## src/rtl/tape_mem.sv

```systemverilog
// rtl/tape_mem.sv - data tape for the threadbrain ALU: cleared register array with forwarding read and debug port
module tape_mem #(
    parameter int DATA_W = 16,
    parameter int ADDR_W = 8
) (
    input  logic              clk,
    input  logic              rst,
    input  logic [15:0]       ptr_select,
    input  logic [15:0]       ptr_wb,
    input  logic [DATA_W-1:0] wb_val,
    input  logic              wb_en,
    output logic [DATA_W-1:0] val_in,
    output logic              ready,
    input  logic [ADDR_W-1:0] dbg_addr,
    output logic [DATA_W-1:0] dbg_data,
    output logic              oob
);

    localparam int DEPTH = 1 << ADDR_W;

    typedef enum logic {S_CLEAR, S_RUN} state_t;

    state_t            state;
    state_t            state_next;
    logic [ADDR_W-1:0] clr_idx;
    logic [ADDR_W-1:0] sel_idx;
    logic [ADDR_W-1:0] wb_idx;
    logic              sel_oob;
    logic              wb_oob;
    logic [DATA_W-1:0] mem [DEPTH];

    // The tape wraps: only the low ADDR_W pointer bits select a cell.
    assign sel_idx = ptr_select[ADDR_W-1:0];
    assign wb_idx  = ptr_wb[ADDR_W-1:0];
    assign sel_oob = (ptr_select >> ADDR_W) != 16'd0;
    assign wb_oob  = (ptr_wb >> ADDR_W) != 16'd0;

    always_ff @(posedge clk) begin
        if (rst) begin
            state   <= S_CLEAR;
            clr_idx <= '0;
        end else begin
            state <= state_next;
            if (state == S_CLEAR) begin
                clr_idx <= clr_idx + 1'b1;
            end
        end
    end

    always_comb begin
        state_next = state;
        if (state == S_CLEAR && clr_idx == '1) begin
            state_next = S_RUN;
        end
    end

    // The ALU samples val_in on the edge that commits its write-back, so forward it.
    always_comb begin
        ready  = (state == S_RUN);
        val_in = '0;
        if (state == S_RUN) begin
            if (wb_en && wb_idx == sel_idx) begin
                val_in = wb_val;
            end else begin
                val_in = mem[sel_idx];
            end
        end
    end

    always_ff @(posedge clk) begin
        if (!rst) begin
            if (state == S_CLEAR) begin
                mem[clr_idx] <= '0;
            end else if (wb_en) begin
                mem[wb_idx] <= wb_val;
            end
        end
    end

    always_ff @(posedge clk) begin
        if (rst) begin
            dbg_data <= '0;
            oob      <= 1'b0;
        end else if (state == S_CLEAR) begin
            dbg_data <= '0;
        end else begin
            if (wb_en && wb_idx == dbg_addr) begin
                dbg_data <= wb_val;
            end else begin
                dbg_data <= mem[dbg_addr];
            end
            if (sel_oob || (wb_en && wb_oob)) begin
                oob <= 1'b1;
            end
        end
    end

endmodule

```

## config.mk

```make
export PLATFORM = sky130hd
export DESIGN_NAME = tape_mem
export DESIGN_NICKNAME = d
export VERILOG_FILES = /design/src/rtl/tape_mem.sv
export SDC_FILE = /design/constraint.sdc
export NUM_CORES = 2
export LEC_CHECK = 0
export BUFFER_PORTS_ARGS = -buffer_cell sky130_fd_sc_hd__buf_2
export CAP_MARGIN = 10
export CORE_MARGIN = 10
export CORE_UTILIZATION = 30
export DETAILED_ROUTE_END_ITERATION = 8
export PLACE_DENSITY = 0.46
export SYNTH_ARGS = -nofsm -noshare
export SYNTH_HDL_FRONTEND = slang
export SYNTH_SLANG_ARGS = --single-unit
```

## constraint.sdc

```tcl
create_clock -name clk -period 5.1 [get_ports clk]
set_input_delay 0.255 -clock clk [delete_from_list [all_inputs] [get_ports clk]]
set_output_delay 0.255 -clock clk [all_outputs]
set_load 0.02 [all_outputs]
```

==> metrics <==
outcome finished with violations; failing checks max-capacitance violations; fmax 199 MHz; Synth area leaders edfxtp_1 64%, mux4_2 23%, mux2i_1 3.6%, o22ai_1 1.1%, o221ai_1 1.1%; Crit. End Element primary output; Yosys cell types 84; predominant post-synthesis flop cell edfxtp_1; Final Instance Area 223000 um^2; hold depth 2; P per Cell Area 330 nW/um^2; Antenna Nets Post-Route 0; Worst Path Max Fanout 16; max layer used met5; 1st-pass router iterations 9; DR vias/cell 6.03; PortBufs 92; htree depth 5; post-synth top area share 64.0%; largest net degree at the start of global routing 154; crit path time final 5.03 ns; Clock Tree Root clkbuf_16; MaxCap Viol Count 1; Remaining Overflow, GRT 0; worst path required time 4.85 ns; initial core utilization 30.1%; post-CTS setup buffer count 0; vias in the first global route 116000; hold path endpoint mem[16][9]; FF-to-FF path depth 8; final slew viol count 0; CTS Buf Count 457; DIE AREA 673000 um^2; cell count after synthesis 9711; P&R area growth vs syn 15.9%; RSZ-0062 raised after global routing false; Finished Layout Cells 19300; EDFF count, synth 4096; Yosys warnings 0; Iter 0 DRT Violations 17600; Rel. slew slack 0.831%; nets 10500; antenna violations before repair 80; Max IR drop VDD 0.000287 V; fin crit share 98.6%; Cell Area, Synth 192000 um^2; io pins 93; Seq/Total Area, Yosys 64.2%; Syn Area/Cell 19.8 um^2; first-pass GRT wire length 1080 mm; wl on met1 319 mm; clock skew 0.0774 ns; DRC viols 0; LEAKAGE 78.1 nW; Vias 117000; Async SR Flop Fraction 0%; DIE WIDTH 821 um; #FFs+latches synth 4122; CP Launch Type register; placed insts 18400; wire length on met2 361 mm; final RePlAce weighted congestion 1.00; CTS Sinks 4122; Final Hold Fails 0; share of cells above drive strength 1 36.8%; met3 routed WL 89.6 mm; R2R Setup Slk 0.50 ns; commonest cells in the netlist 4096 x edfxtp_1, 1923 x mux4_2, 695 x mux2i_1, 358 x nor2_1, 341 x o22ai_1; # rows 293; clk buf depth 4; worst r2r dst mem[77][6]; hold_ws 0.0500 ns; crit path kind register to primary output; reg2reg start ready; dpl cell area 209000 um^2; Synth area leader edfxtp_1; Least-Margin Pin Slew 1.49 ns; wire length per cell 42.1 um; GRT Util Overall 23.5%; TritonCTS clock tree built; Routed WL 814 mm; WP data arrival 4.78 ns; syn_nets 9771; Die Ht 821 um; cell with the most instances after synthesis edfxtp_1; HPWL Detailed 546 mm; Worst-path clk slew 0.06 ns; CORE AREA 638000 um^2; clock insertion delay at the later pin of the skew report 1.11 ns; Tightest Hold Check Type primary input to register; Final setup viols 0; HP Start wb_val[9]
==> metrics by stage <==
step / setup slack, ns / total power [mW] / utilization [%] / setup TNS [ns]
2_1_floorplan: -0.483 / 40.2 / - / -781.80
4_1_cts: 0.121 / 73.9 / 34.9 / 0
6_report: 0.0699 / 73.5 / 34.9 / 0
5_1_grt: 0.112 / 75.4 / 34.9 / 0
3_3_place_gp: 0.221 / 42.6 / 32.7 / 0
3_5_place_dp: 0.230 / 42.6 / 32.7 / 0
==> kinds of logic after synthesis <==
kind of cell,synth area share (%)
muxes,26.4
adders and majority gates,0.00651
xor gates and xnor gates,0.0911
DFF,64.2
and+or+nand+nor,1.95
buffers and inverters,2.62
AOI/OAI and AO/OA,4.65
==> layer usage <==
layer | GRT usage (%) | vias to the layer above
met5 | 0.385 | -
met4 | 10.5 | 22
met3 | 7.39 | 1323
met2 | 35.3 | 6894
met1 | 31.1 | 64200
li1 | - | 44100
==> registers in the layout, indices dropped and copies added, names as in the netlist <==
register,count
ready,1
oob,1
clr_idx,8
mem,4096
dbg_data,16
==> critical path, stage by stage (launching register included) <==
cell	delay (ns)
dfxtp_2	0.64
inv_1	0.27
nor3b_4	0.46
buf_4	0.35
o211ai_1	0.30
nor3_1	0.76
a221o_1	0.62
buf_2	0.27
==> where the power goes <==
part	internal [mW]	total, mW	switching, mW
combinational	1.81	5.26	3.46
clock	17.2	31.6	14.3
sequential	36.7	36.7	0.0163
total	55.7	73.5	17.8
==> placed cells by master, fill, tap and decap left out, types with 21 or more instances in the layout <==
cell type and n:
a211oi_1 54, a211oi_2 21, a21oi_1 144, a221oi_1 21
a22oi_1 66, a31oi_1 54, a32oi_1 31, buf_12 139
buf_2 82, buf_4 863, clkbuf_1 128, clkbuf_16 460
clkinv_1 133, clkinv_2 75, dfxtp_1 25, diode_2 69
edfxtp_1 4096, mux2i_1 695, mux4_2 1923, nand2_1 244
nand3_1 43, nand3_2 22, nor2_1 95, nor2_2 259
nor3_1 39, nor4_1 30, o211ai_1 23, o21ai_0 62
o221ai_1 232, o22ai_1 341
==> worst max-delay path by stage <==
stage                  startpoint    endpoint  slack [ns]
finish                      ready  val_in[13]        0.07
global route          mem[156][5]   val_in[5]        0.11
CTS                         ready  val_in[13]        0.12
detailed placement  ptr_select[0]   val_in[5]        0.23
global placement    ptr_select[0]   val_in[5]        0.22
floorplan                   ready  mem[0][13]       -0.48
==> layout make-up <==
type                    instances  area (um^2)
diodes                         69          173
clock buffers                 593        12100
clock inverters               255         1830
fillers                     59500       415000
inverters                      15         73.8
multi-input cells            4768        64800
flip-flops and latches       4122       124000
well taps                    8407        10500
repair buffers               1105         9910
==> repair_timing <==
action,CTS,global route
setup endpoints to repair,1,3
endpoints found under the hold margin,232,0
gates resized for setup,1,2
gates cloned,0,0
hold buffers,15,0
Note: power is estimated with default switching activity, not from simulation.
